## src/rtl/sound_pwm_mixer.sv

```systemverilog
// Timer-3 PWM speaker level, windowed into signed 16-bit samples with volume scaling.
// Optional box averaging over the window is enabled by defining SOUND_FILTER_EN.
module sound_pwm_mixer #(
    parameter int SAMPLE_DIV = 128
) (
    input  logic        clk,
    input  logic        reset,
    input  logic        timer_run,
    input  logic        timer_tick,
    input  logic [15:0] timer_preset,
    input  logic [15:0] timer_pivot,
    input  logic [2:0]  sound_control,
    input  logic [2:0]  sound_volume,
    output logic [15:0] sample_out,
    output logic        sample_valid,
    input  logic        sample_ready,
    output logic        overrun
);
    localparam int DATA_W = 16;
    localparam int WIN_W  = $clog2(SAMPLE_DIV);
    localparam int ONES_W = WIN_W + 1;
    localparam int SHIFT  = 14 - WIN_W;

    logic [15:0]        counter_p0;
    logic [WIN_W-1:0]   window_p0;
    logic               level;
    logic               win_end;
    logic [ONES_W-1:0]  ones;
    logic               load;
    logic               drop;
    logic signed [DATA_W-1:0] sample_p1;
    logic               vld_p1;
    logic               overrun_p1;
    logic               unused_ok;

    function automatic logic signed [DATA_W-1:0] scale_sample(
        input logic [ONES_W-1:0] ones_in,
        input logic [1:0]        vol,
        input logic [1:0]        ctl
    );
        logic signed [DATA_W-1:0] centered;
        centered = $signed({{(DATA_W-ONES_W-1){1'b0}}, ones_in, 1'b0})
                 - $signed(DATA_W'(SAMPLE_DIV));
        if (ctl != 2'd0 || vol == 2'd0)
            return '0;
        else if (vol == 2'd3)
            return centered <<< SHIFT;
        else
            return centered <<< (SHIFT - 1);
    endfunction

    // Stage p0: timer down-counter, window position, PWM level
    always_ff @(posedge clk) begin
        if (reset)
            counter_p0 <= 16'd0;
        else if (!timer_run)
            counter_p0 <= timer_preset;
        else if (timer_tick)
            counter_p0 <= (counter_p0 == 16'd0) ? timer_preset : counter_p0 - 16'd1;
    end

    always_ff @(posedge clk) begin
        if (reset)
            window_p0 <= '0;
        else
            window_p0 <= window_p0 + WIN_W'(1);
    end

    assign level   = timer_run && (counter_p0 <= timer_pivot);
    assign win_end = (window_p0 == WIN_W'(SAMPLE_DIV - 1));

`ifdef SOUND_FILTER_EN
    logic [ONES_W-1:0] acc_p0;

    always_ff @(posedge clk) begin
        if (reset || win_end)
            acc_p0 <= '0;
        else
            acc_p0 <= acc_p0 + ONES_W'(level);
    end

    assign ones = acc_p0 + ONES_W'(level);
`else
    assign ones = level ? ONES_W'(SAMPLE_DIV) : '0;
`endif

    // Stage p1: sample register with valid/ready hold and overrun detect
    assign load = win_end && (!vld_p1 || sample_ready);
    assign drop = win_end && vld_p1 && !sample_ready;

    always_ff @(posedge clk) begin
        if (reset) begin
            sample_p1  <= '0;
            vld_p1     <= 1'b0;
            overrun_p1 <= 1'b0;
        end else begin
            overrun_p1 <= drop;
            if (load) begin
                sample_p1 <= scale_sample(ones, sound_volume[1:0], sound_control[1:0]);
                vld_p1    <= 1'b1;
            end else if (vld_p1 && sample_ready) begin
                vld_p1    <= 1'b0;
            end
        end
    end

    assign sample_out   = sample_p1;
    assign sample_valid = vld_p1;
    assign overrun      = overrun_p1;
    assign unused_ok    = ^{sound_control[2], sound_volume[2]};
endmodule

```

## config.mk

```make
export PLATFORM = sky130hd
export DESIGN_NAME = sound_pwm_mixer
export DESIGN_NICKNAME = d
export VERILOG_FILES = /design/src/rtl/sound_pwm_mixer.sv
export SDC_FILE = /design/constraint.sdc
export NUM_CORES = 1
export LEC_CHECK = 0
export ABC_AREA = 1
export BUFFER_PORTS_ARGS = -buffer_cell sky130_fd_sc_hd__buf_2
export CORE_MARGIN = 2
export CORE_UTILIZATION = 50
export CTS_CLUSTER_DIAMETER = 150
export CTS_CLUSTER_SIZE = 25
export DETAILED_ROUTE_END_ITERATION = 10
export HOLD_SLACK_MARGIN = 0.15
export PLACE_DENSITY_LB_ADDON = 0.3
export SLEW_MARGIN = 20
export SYNTH_ARGS = -nofsm -noshare
export SYNTH_HDL_FRONTEND = slang
export SYNTH_SLANG_ARGS = --single-unit
export TNS_END_PERCENT = 30
```

## constraint.sdc

```tcl
create_clock -name clk -period 4.3 [get_ports clk]
set_clock_uncertainty 0.15 [all_clocks]
set_input_delay 0.215 -clock clk [delete_from_list [all_inputs] [get_ports clk]]
set_output_delay 0.215 -clock clk [all_outputs]
set_load 0.02 [all_outputs]
```

## After elaboration in Yosys (flattened, before gate mapping)

Index checks and enable logic that the tools add are counted.

| storage, ports and cells | value |
|---|---|
| register bits | 41 |
| output and inout port bits | 18 |
| input bits | 43 |

| operators by class | value |
|---|---|
| $lt $le $gt $ge | 1 |
| add/subtract/negate cells | 3 |
| reductions and logical operators | 13 |
| mux-type cells | 8 |
| equal/unequal tests | 3 |

Operator list:

| cell | count |
|---|---|
| 2-to-1 mux 16 bit | 5 |
| <= comparator 16 bit | 1 |
| zero test 16 bit | 1 |
| subtractor 16 x 1 -> 16 bit (second input constant) | 1 |
| subtractor 9 x 8 -> 10 bit (second input constant) | 1 |
| 2-to-1 mux 8 bit | 1 |
| adder 7 x 1 -> 7 bit (second input constant) | 1 |
| == test 7 bit (second input constant) | 1 |
| logical AND 1 bit | 5 |
| nonzero test 2 bit | 2 |
| == test 2 bit (second input constant) | 1 |
| zero test 1 bit | 2 |
| zero test 2 bit | 1 |
| logical OR 1 bit | 2 |
| 2-to-1 mux 1 bit | 2 |
| inequality test 2 x 1 -> 1 bit (second input constant) | 1 |

## Logic depth before layout (Yosys ltp)

Gate-level depths: netlist of run 1.

| depth | value |
|---|---|
| word-level depth | 6 |
| depth in mapped cells | 15 |
| mapped depth without buffers | 15 |

## Worst setup path after synthesis of run 1

No wires, ideal clock.

| timing | value |
|---|---|
| kind | flip-flop to flip-flop |
| start | register counter_p0[0] |
| end | register counter_p0[14] |
| required time | 4015 ps |
| buffers on the path | 1 |
| cell stages (with the launch flop) | 13 |
| path slack | 2713 ps |
| data arrival time | 1302 ps |
| path through | dfxtp_1 -> inv_1 -> ha_1 -> nand2_1 -> nor2_1 -> nand3_2 -> nand2_4 -> inv_6 -> buf_6 -> nor2_1 -> nor2_1 -> nand2_1 -> a21oi_1 |

| between the ends | value |
|---|---|
| longest elaborated chain between the ends | 4 |

RTL lines:

| item | line | text |
|---|---|---|
| start, declared | 24 | `logic [15:0] counter_p0;` |
| start signal, assigned | 57 | `counter_p0 <= timer_preset;` |
| start signal, assigned | 59 | `counter_p0 <= (counter_p0 == 16'd0) ? timer_preset : counter_p0 - 16'd1;` |
| subtractor 16 x 1 -> 16 bit or zero test 16 bit (tied branches) | 59 |  |
| 2-to-1 mux 16 bit (*) | 59 |  |
| 2-to-1 mux 16 bit (*) | 58 | `else if (timer_tick)` |
| 2-to-1 mux 16 bit (*) | 56 | `else if (!timer_run)` |

Mark *: on every way between the ends. The rest lies on a longest branch, timed or not. The select of a mux whose other input is x is not followed.
A chain may end at the register's enable or synchronous reset.

## Worst setup path after layout of run 1

| timing | value |
|---|---|
| start | register window_p0[0] |
| end | register sample_p1[13] (netlist: sample_out[13]) |

| between the ends | value |
|---|---|
| longest elaborated chain between the ends | 2 |

RTL lines:

| item | line | text |
|---|---|---|
| start, declared | 25 | `logic [WIN_W-1:0] window_p0;` |
| start signal, assigned | 66 | `window_p0 <= window_p0 + WIN_W'(1);` |
| == test 7 bit | 70 | `assign win_end = (window_p0 == WIN_W'(SAMPLE_DIV - 1));` |
| logical AND 1 bit | 88 | `assign load = win_end && (!vld_p1 \|\| sample_ready);` |
| end signal, assigned | 99 | `sample_p1 <= scale_sample(ones, sound_volume[1:0], sound_control[1:0]);` |
| end, declared | 31 | `logic signed [DATA_W-1:0] sample_p1;` |

No other way between the ends.

==> results of run 1 <==
## cell type report
cell class,count,area [sq um]
Timing Repair Buffer,57,345
Clock buffer,3,41.3
Sequential cell,28,561
Tap cell,50,62.6
Inverter,43,166
Fill cell,386,1550
Multi-Input combinational cell,240,1340
Clock inverter,1,30.0
## kinds of logic after synthesis
family / after synthesis / share of synthesized area, %
XOR/XNOR: 6 / 2.44
AND/OR/NAND/NOR: 147 / 30.4
other: 1 / 0.174
AO/OA/AOI/OAI: 55 / 15.8
adder cells (fa/ha/maj): 19 / 11.0
buffers and inverters: 62 / 14.1
flip-flops: 28 / 26.0
## placed cells by master, fill, tap and decap left out, types with 2 or more instances in the layout
master and instances:
sky130_fd_sc_hd__nand2_1 69, sky130_fd_sc_hd__buf_2 45, sky130_fd_sc_hd__inv_1 41, sky130_fd_sc_hd__nor2_1 38
sky130_fd_sc_hd__dfxtp_1 28, sky130_fd_sc_hd__a21oi_1 26, sky130_fd_sc_hd__ha_1 19, sky130_fd_sc_hd__o21ai_0 14
sky130_fd_sc_hd__conb_1 13, sky130_fd_sc_hd__dlygate4sd3_1 12, sky130_fd_sc_hd__nand3_1 10, sky130_fd_sc_hd__nor2_2 9
sky130_fd_sc_hd__nand4_1 5, sky130_fd_sc_hd__nor3_1 5, sky130_fd_sc_hd__a21oi_2 4, sky130_fd_sc_hd__xor2_1 4
sky130_fd_sc_hd__nand3_2 3, sky130_fd_sc_hd__o21ai_1 3, sky130_fd_sc_hd__o211ai_2 3, sky130_fd_sc_hd__clkbuf_8 3
sky130_fd_sc_hd__xnor2_1 2
## report_power, final
group | total [mW] | internal (mW) | switching (mW)
Combinational | 0.215 | 0.0876 | 0.128
Clock | 0.216 | 0.125 | 0.0915
Sequential | 0.301 | 0.277 | 0.0247
## worst max-delay path, stage by stage, from the launching register on
cell and delay, ns:
sky130_fd_sc_hd__dfxtp_1 0.37, sky130_fd_sc_hd__ha_1 0.18, sky130_fd_sc_hd__nand2_1 0.08, sky130_fd_sc_hd__nor2_2 0.13, sky130_fd_sc_hd__nand3_1 0.13, sky130_fd_sc_hd__nor2_2 0.14
sky130_fd_sc_hd__nand2_2 0.10, sky130_fd_sc_hd__nor2_2 0.14, sky130_fd_sc_hd__nand2_1 0.06, sky130_fd_sc_hd__dlygate4sd3_1 0.56, sky130_fd_sc_hd__a21oi_1 0.13
## final timing paths
check,to,cells past startpoint,slack [ns]
hold / removal,counter_p0[0],5,0.15
setup reg to reg,sample_out[13],10,2.08
setup / recovery,sample_out[13],10,2.08
hold reg to reg,window_p0[0],1,0.31
## flip-flops by register name (all words and copies together) (netlist names)
name          count
overrun           1
counter_p0       16
sample_valid      1
window_p0         7
sample_out        3
## per-layer routing
metal  vias up  share of wire [%]  track usage, %
met4         0               0.67            3.85
met5         -                  0               0
li1       1105                  -               -
met3         4                3.9            2.33
met1       914                 45            25.9
met2        55                 50            35.6
## repair_timing
item | 4_1_cts | 5_1_grt
hold buffers | 12 | 0
setup endpoints to repair | 0 | 0
hold endpoints to repair | 12 | 0
==> reports/results.txt, run 1 <==
The first TritonRoute pass finished after 4 iterations. The residual DRC count is 0. 0 antenna diodes ended up in the layout.

The layout overhead on the synthesized area came out at 18.0%. Ranked by total cell area, the synthesized netlist is headed by sky130_fd_sc_hd__dfxtp_1, sky130_fd_sc_hd__nand2_1, sky130_fd_sc_hd__ha_1. The fraction of the yosys area taken by sequential cells is 26.0%. Summed negative setup slack over all endpoints: 0 ns. The logs give 2.50 ns for the setup slack after placement and 0 for the number of antenna violations at the first check in global routing. Counting flops with an async set or reset pin after synthesis yields a share of 0%. Along the worst path, the maximum fanout reaches 4. Summing internal, switching and leakage power gives 733 uW.

The cell area power density was 288 nW/um^2. The final standard cell count with taps included and fillers excluded is 422. The cell sitting at the root of the clock tree is a sky130_fd_sc_hd__clkbuf_8. The number of clock buffers added by TritonCTS is 3.

The tools report the data required time of the critical path as 4.36 ns. The most critical setup path has its startpoint at window_p0[0]. Each instance of the synthesized netlist takes up on average 6.77 sq um. Detailed placement ended at an HPWL of 3490 um. The tools report the beginning of the worst hold path as timer_preset[0].

Setup violations remaining at the end of the flow were counted as 0. By count the netlist is led by sky130_fd_sc_hd__nand2_1, sky130_fd_sc_hd__inv_1, sky130_fd_sc_hd__nor2_1. The number of pins with negative max-slew slack in the final report was 0; the global-route congestion overflow total was 0. The number of violations reported at the end of detailed-routing iteration 0 came out at 107.

Among all cell types in the netlist, the one instantiated most often is sky130_fd_sc_hd__nand2_1. Of the cells placed in the final design, the portion with a size suffix greater than 1 is 20.4%. Across all layers, the routed design uses 2078 vias. The final critical path takes up 51.7% of the cycle.

The cell area after layout came out at 2540 sq um. The tools report the type of destination of the critical path as a flip-flop. Summed over all cells, the static leakage comes to 1.26 nW. Cells fill 62.2% of the core in the end.

The H-tree depth came out at 1. The die is 69.6 um wide. The tightest hold path in the finished design has a slack of 0.146 ns.

Summed over all instances, the cell type with the most area after synthesis is sky130_fd_sc_hd__dfxtp_1. For this run, the leading register cell type out of synthesis is sky130_fd_sc_hd__dfxtp_1. After floorplanning, the core was sized to cover 4090 sq um. The run finished with clean final reports. In this run, synthesis inferred 0 flip-flops with an integrated enable.

For the pin with the worst max-slew slack, the measured transition is 0.521 ns. The floorplan has 23 rows. Sort of element at the start of the critical path: a flip-flop. Summed over all layers, the routed wires come to 4740 um. After synthesis, the netlist uses 38 different library cells. For this run, the post-layout net count is 435. The congestion estimate from routability-driven global placement came to 0.887. The max-capacitance violation count was 0. The total track usage was 19.9%. The clock period could shrink to 2.22 ns. In this run the critical register-to-register path is launched from window_p0[0].

The min-delay analysis places its worst path in the category input pin to flip-flop. Register bit total from synthesis: 28. The clock passes through at most 2 buffers. After detailed routing, the number of vias per cell comes to 4.92. Once placement finished, the instance area stood at 2350 sq um. The share of synthesized area in the top cell type comes to 26.0%. The setup path with the least slack is of type flip-flop to flip-flop. Pin placement for this block handled 61 I/O pins. Once the floorplan was initialized, standard cells occupied 52.7% of the core. The logs give 0 for the final count of hold timing violations and 0.000130 V for the worst supply voltage drop on vdd. The die footprint was 4850 sq um; the clock transition time at the flip-flop clock pins of the worst setup and hold paths was 0.10 ns.

Static timing analysis puts the maximum clock frequency at 450 MHz. For the wire length of the first global-routing pass, the log shows 8120 um. For the worst setup path, the data arrival time is 2.29 ns. The number of global-route vias before repair is 1849, and the number of nets with antenna violations after detailed routing is 0.

The die height was 69.6 um. Setup repair after global routing left no endpoint under its margin. In the final routed layout, each cell accounts on average for 11.2 um. The number of synthesis warnings was 0; the quantity of I/O buffers inserted on ports was 45. TritonCTS built the clock tree. The logs give 65.2% for the max-slew headroom at the worst pin and 318 for the count of mapped cells out of synthesis.

Setup slack on the critical path of the routed design comes to 2.08 ns. For the worst-skew pair, the clock arrives at the later sink with an insertion delay of 0.28 ns. The total standard cell area after synthesis is 2150 sq um, and the number of sinks handled by clock tree synthesis is 28. Number of buffers added for setup after CTS: 0.

Cell count after placement: 406. The number of instances resized during post-cts repair is 0, and the maximum number of pins on one net before global-route repair is 28.
(Power assumes the default switching activity.)
==> run 2, diff against run 1 <==
==> constraint.sdc (replaced) <==
create_clock -name clk -period 2.3 [get_ports clk]
set_clock_uncertainty 0.15 [all_clocks]
set_input_delay 0.115 -clock clk [delete_from_list [all_inputs] [get_ports clk]]
set_output_delay 0.115 -clock clk [all_outputs]
set_load 0.02 [all_outputs]
==> run 2 against run 1 <==
- power grew 91%
- die area is the same
- via count grew 6.7%
- sequential power grew 88%
- register-to-register slack lost 1.9 ns
- sequential cell count is the same
- fmax grew 2.6%
- critical path type unchanged
==> reports/results.txt, run 2 (same netlist as run 1, synthesis figures left out) <==
The number of sinks handled by clock tree synthesis is 28. Clock-pin slew was measured on the worst setup and hold paths at 0.10 ns. For the core region area, the log shows 4090 sq um. The number of buffers between clock root and the deepest sink was 2.

The run gives 0 as the global-route congestion overflow total. The register with the most flip-flops in the layout has 16 of them. For this run, design rule violations remaining after detail routing come to 0. The run gives 152 as the number of violations reported at the end of detailed-routing iteration 0. The H-tree depth was 1; the number of pins with negative max-slew slack in the final report was 0.

Global routing used 21.2% of the available tracks. The highest attainable clock frequency is 461 MHz. TritonCTS built the clock tree. From bottom edge to top edge, the die measures 69.6 um.

The number of I/O pins was 61; the shortest period the worst path allows was 2.17 ns. The total power consumption of the routed design is 1.40 mW, and the number of buffers created by CTS is 3. The number of antenna violations at the first check in global routing was 0. The count of antenna diodes in the layout was 0.

The leakage component of the power is 1.37 nW, and the final weighted congestion in routability-driven placement is 0.877. The tools report the final count of hold timing violations as 0. The post-route netlist has 23.1% of its cells at a drive strength greater than 1.

The tools report the clock latency reported for the late side of the worst-skew pair as 0.27 ns. The length of routed wiring on met1 was 2310 um. The register with the most flip-flops in the final layout is counter_p0. The tools report the data required time of the critical path as 2.32 ns. The tools report the post-detailed-routing wire length as 5170 um. The largest fanout on the critical path was 27.

The number of global-route vias before repair was 2043. For this design the ratio of total power to cell area is 501 nW/um^2. Dividing the final minimum period by the clock period gives 94.3%.

The count of cells in the finished layout, fillers not included, comes to 444. The layout overhead on the synthesized area came out at 29.8%. The horizontal extent of the die is 69.6 um. The first detailed-routing pass took 4 iterations.

The initial core utilization was 52.7%. In the routed layout, each cell is associated on average with a via count of 5.00. In this run the worst hold path is classified as input pin to flip-flop. For the cell count after placement, the log shows 407.

The tool flagged a number of max-cap violations equal to 0. The wire length of the first global-routing pass came out at 8630 um. The most common cell after layout, fill and taps aside is sky130_fd_sc_hd__nand2_1. The floorplan step defined a die boundary enclosing 4850 sq um. Setup violations remaining at the end of the flow were counted as 0.

The tools report the type of destination of the critical path as a flip-flop. For this block, the via count after detailed routing is 2218. The floorplan has 23 rows.

Entering global routing, the biggest net connects 28 pins. The sort of element at the start of the critical path was a flip-flop. The tools report the cell chosen for the clock root as sky130_fd_sc_hd__clkbuf_8. The worst supply voltage drop on vdd was 0.000386 V. The layout has 358 filler cells.

The tools report the detailed placement HPWL as 3520 um. The run gives 2610 um as the met2 wirelength from detailed routing. The highest metal layer with signal wires is met4. Setup repair after global routing could not meet its margin everywhere.

The flow ran to the end, and the final reports show no timing, DRC or antenna violations. Dividing the detail-routed wire length by the instance count gives 11.6 um. In the layout the commonest cells are sky130_fd_sc_hd__nand2_1, sky130_fd_sc_hd__buf_2, sky130_fd_sc_hd__inv_1, sky130_fd_sc_hd__nor2_1, sky130_fd_sc_hd__dlygate4sd3_1. Type of the worst setup path: flip-flop to flip-flop.

Data on the critical path arrives at its endpoint at 2.19 ns. The sum of met3 wire segment lengths after detailed routing is 193 um. The count of nets left with antenna violations once routing finished came out at 0. In the final design database the tool counted 457 nets.

During placement, the flow inserted port buffers numbering 45.
[run 2: worst max-delay path: stages (launching register included)]
cell	delay, ns
sky130_fd_sc_hd__dfxtp_1	0.34
sky130_fd_sc_hd__inv_2	0.10
sky130_fd_sc_hd__ha_1	0.17
sky130_fd_sc_hd__nand2_1	0.05
sky130_fd_sc_hd__nor2_1	0.10
sky130_fd_sc_hd__nand3_2	0.11
sky130_fd_sc_hd__nand2_4	0.14
sky130_fd_sc_hd__inv_8	0.09
sky130_fd_sc_hd__o211ai_2	0.17
sky130_fd_sc_hd__a21oi_2	0.07
sky130_fd_sc_hd__dlygate4sd3_1	0.56
[run 2: final timing paths]
kind                                startpoint  slack, ns              to  cells past startpoint
worst max-delay path             counter_p0[0]       0.13   counter_p0[7]                     10
worst min-delay path                timer_tick       0.20   counter_p0[4]                      5
worst max register to register   counter_p0[0]       0.13   counter_p0[7]                     10
worst min register to register  sample_out[13]       0.32  sample_out[13]                      2
[run 2: layer usage]
metal  GRT usage, %  vias up
met4           6.20        0
li1               -     1151
met5              0        -
met2           37.5       54
met1           26.6     1007
met3           3.05        6
[run 2: what timing repair did]
item | CTS | global route
buffers inserted | 0 | 6
setup endpoints to repair | 0 | 5
hold endpoints to repair | 23 | 0
hold buffers | 28 | 0
gates resized for setup | 0 | 15
[run 2: cell type report]
class / instances / area (sq um) / area share (%)
Multi-Input combinational cell: 240 / 1380 / 49.4
Sequential cell: 28 / 563 / 20.2
Clock buffer: 3 / 41.3 / 1.48
Inverter: 43 / 169 / 6.05
Tap cell: 50 / 62.6 / 2.24
Clock inverter: 1 / 30.0 / 1.07
Timing Repair Buffer: 79 / 548 / 19.6
[run 2: through the flow]
step | util, % | setup TNS (ns) | worst slack (ns) | hold WS [ns] | cell area [sq um]
2_1_floorplan | - | 0 | 0.713 | 0.120 | 2200
3_3_place_gp | 57.7 | 0 | 0.516 | 0.244 | 2360
3_5_place_dp | 57.7 | 0 | 0.488 | 0.251 | 2360
4_1_cts | 66.3 | 0 | 0.0294 | 0.188 | 2710
5_1_grt | 68.4 | -0.0251 | -0.0128 | 0.209 | 2790
6_report | 68.4 | 0 | 0.131 | 0.197 | 2790
[run 2: where the power goes]
part | leakage [nW] | total [mW] | switching (mW) | internal, mW
logic | 1.10 | 0.441 | 0.250 | 0.191
registers | 0.231 | 0.566 | 0.0480 | 0.518
clock network | 0.0357 | 0.392 | 0.159 | 0.233
total | 1.37 | 1.40 | 0.456 | 0.942
==> run 3, diff against run 2 <==
--- a/config.mk
+++ b/config.mk
@@ -14,6 +14,7 @@
 export DETAILED_ROUTE_END_ITERATION = 10
 export HOLD_SLACK_MARGIN = 0.15
 export PLACE_DENSITY_LB_ADDON = 0.3
+export SETUP_SLACK_MARGIN = 0.4
 export SLEW_MARGIN = 20
 export SYNTH_ARGS = -nofsm -noshare
 export SYNTH_HDL_FRONTEND = slang
==> run 3 against run 2 <==
- clock-buffer cell count stayed put
- via count is 2.3% lower
- core utilization is 2.0 points lower
- non-clock buffer count is 9 lower
- die area stayed put
- sequential share of layout area is 0.71 points higher
- sequential cell count stayed put
- fmax is 21% higher
- first-iteration DRC count is 3.3% higher
- final cell count is 2.0% lower
- hold slack worse by 0.0023 ns
- combinational power is 2% lower
- critical path type unchanged
- critical endpoint is now counter_p0[5]
- largest power group unchanged
- highest routed layer unchanged
==> reports/results.txt, run 3 (same netlist as run 1, synthesis figures left out) <==
The worst supply voltage drop on vdd is 0.000394 V. The count of TritonRoute iterations in the first routing pass is 4, and the final-layout fill cell count is 376. Once the floorplan was initialized, standard cells occupied 52.7% of the core. The shortest period the worst path allows came out at 1.79 ns. The run gives 1 as the H-tree depth. The net count of the finished layout is 448.

The run finished with clean final reports. Number of global-route vias before repair: 2074. The routed design has 5050 um of wire. Buffers added to address setup during post-CTS repair amount to 0. In the routed layout, each cell is associated on average with a via count of 4.98.

The floorplan has 23 rows. The register with the most flip-flops in the layout has 16 of them. STA classifies the critical path endpoint as a flip-flop. For the number of I/O pins, the log shows 61. For the multi-input combinational cell area, the log shows 1370 sq um.

Cells with a size suffix above 1 make up 22.6% of the layout. In this run the deepest clock path goes through 2 buffers. The global-route congestion overflow total was 0; the clock latency reported for the late side of the worst-skew pair was 0.27 ns. The met2 wirelength from detailed routing was 2540 um. The run gives 566 sq um as the register area. For the number of antenna violations at the first check in global routing, the log shows 0.

Among all stages on the critical path, the largest delay is contributed by sky130_fd_sc_hd__dfxtp_1. Setup total negative slack on the finished layout was measured at 0 ns. For this run, the number of standard cells in the final layout without fillers is 435.

Input and output buffers added on the ports amount to 45. For this design, the sink count on the clock tree is 28. The data required time of the critical path was 2.30 ns; the longest individual stage delay on the worst path was 0.34 ns.

The cell chosen for the clock root was sky130_fd_sc_hd__clkbuf_8. Final count of negative-setup-slack endpoints: 0. The library cells used most frequently in the layout, excluding fill and tap cells, are sky130_fd_sc_hd__nand2_1, sky130_fd_sc_hd__buf_2, sky130_fd_sc_hd__inv_1, sky130_fd_sc_hd__nor2_1, sky130_fd_sc_hd__a21oi_1. The tightest min-delay check is of the input pin to flip-flop type.

The most common cell after layout, fill and taps aside was sky130_fd_sc_hd__nand2_1. The sum of met3 wire segment lengths after detailed routing came out at 260 um. For this block, the initial DRC count from the detailed router was 157. After detailed routing, the number of remaining DRC violations is 0. The average wire length per cell after detail routing came out at 11.6 um.

The detailed placement HPWL was 3520 um; the number of buffers and inverters on the critical path was 2. Among the stages of the critical path, the cell type that occurs most often is sky130_fd_sc_hd__nand3_2. The critical path is of the flip-flop to flip-flop type. The tools report the leakage component of the power as 1.32 nW. The run gives 0 as the count of antenna diodes in the layout. The final route contains 2167 vias.

In the final routing, the length of wire on met1 measures 2210 um. The tools report the number of pins with negative max-slew slack in the final report as 0. The cell area power density works out to 512 nW/um^2. The die covers 4850 sq um. The kind of cell with the highest combined delay on the critical path is simple AND/OR/NAND/NOR gates. Data arrives at the worst endpoint at 1.80 ns. The tools report the wire length of the first global-routing pass as 8760 um. The tools report the sort of element at the start of the critical path as a flip-flop. The highest metal layer with signal wires is met4.

From synthesis to final layout, the design area changed by 25.9%. The run gives 28 as the maximum number of pins on one net before global-route repair. Traced cell by cell, the critical path runs through inv_2 -> ha_1 -> nand2_1 -> nor2_1 -> nand3_2 -> nand2_4 -> inv_8 -> or2_0 -> nand3_2 -> a21oi_2. The final clock period utilization by the worst path came out at 78.0%.

Derived from the worst setup path, the maximum achievable clock frequency is 558 MHz. The max-capacitance violation count is 0. Setup repair after global routing could not meet its margin everywhere. After detailed placement, the design holds a cell count of 407. Clock-pin slew was measured on the worst setup and hold paths at 0.10 ns. The core region is 4090 sq um.

Top register by number of flip-flops: counter_p0. The total track usage was 21.5%; the die height was 69.6 um. The final count of hold timing violations was 0. The number of nets with antenna violations after detailed routing is 0, and the largest fanout on the critical path is 27. The number of clock buffers added by TritonCTS is 3. Final weighted congestion in routability-driven placement: 0.877. TritonCTS built the clock tree. The horizontal extent of the die came out at 69.6 um.
run 3: cell count changes in the layout (fill, tap and decap cells not counted), sizes merged:
cell and change:
buf -6, dlygate4sd3 -3
run 3: worst reg2reg max path: stages (launching register included):
cell and delay, ns:
sky130_fd_sc_hd__dfxtp_1 0.34, sky130_fd_sc_hd__inv_2 0.13, sky130_fd_sc_hd__ha_1 0.18, sky130_fd_sc_hd__nand2_1 0.05, sky130_fd_sc_hd__nor2_1 0.10, sky130_fd_sc_hd__nand3_2 0.11, sky130_fd_sc_hd__nand2_4 0.15, sky130_fd_sc_hd__inv_8 0.10
sky130_fd_sc_hd__or2_0 0.23, sky130_fd_sc_hd__nand3_2 0.08, sky130_fd_sc_hd__a21oi_2 0.05
run 3: power by group:
part	switching, mW	total [mW]	internal, mW
combinational	0.248	0.432	0.184
sequential	0.0469	0.566	0.519
clock	0.156	0.389	0.233
run 3: worst paths after layout:
kind              slack (ns)  cells after the start        endpoint           from
setup / recovery        0.51                     10   counter_p0[5]  counter_p0[0]
hold / removal          0.19                      5  counter_p0[11]     timer_tick
setup reg to reg        0.51                     10   counter_p0[5]  counter_p0[0]
hold reg to reg         0.27                      1    window_p0[0]   window_p0[0]
run 3: area by class of cell:
cell class | instances | area share (%)
multi-input cells | 240 | 50.5
flip-flops and latches | 28 | 20.9
repair buffers | 70 | 17.4
inverters | 43 | 6.23
well taps | 50 | 2.31
clock buffers | 3 | 1.52
clock inverters | 1 | 1.11
run 3: stage by stage:
stage | setup slack, ns | instance area, sq um | hold WS [ns] | power (mW) | util (%)
2_1_floorplan | 0.713 | 2200 | 0.120 | 0.881 | -
3_3_place_gp | 0.516 | 2360 | 0.244 | 0.952 | 57.7
3_5_place_dp | 0.488 | 2360 | 0.251 | 0.962 | 57.7
4_1_cts | 0.455 | 2670 | 0.188 | 1.38 | 65.3
5_1_grt | 0.383 | 2710 | 0.209 | 1.49 | 66.4
6_report | 0.507 | 2710 | 0.195 | 1.39 | 66.4
run 3: per-layer routing:
metal	GRT usage, %	vias to the layer above
met5	0	-
met4	5.77	0
met3	3.05	4
met2	39.0	62
met1	26.6	967
li1	-	1134
run 3: repair_timing:
| action | 4_1_cts | 5_1_grt |
|---|---|---|
| endpoints found under the setup margin | 0 | 12 |
| hold endpoints to repair | 23 | 0 |
| hold buffers | 24 | 0 |
| gates resized for setup | 0 | 14 |
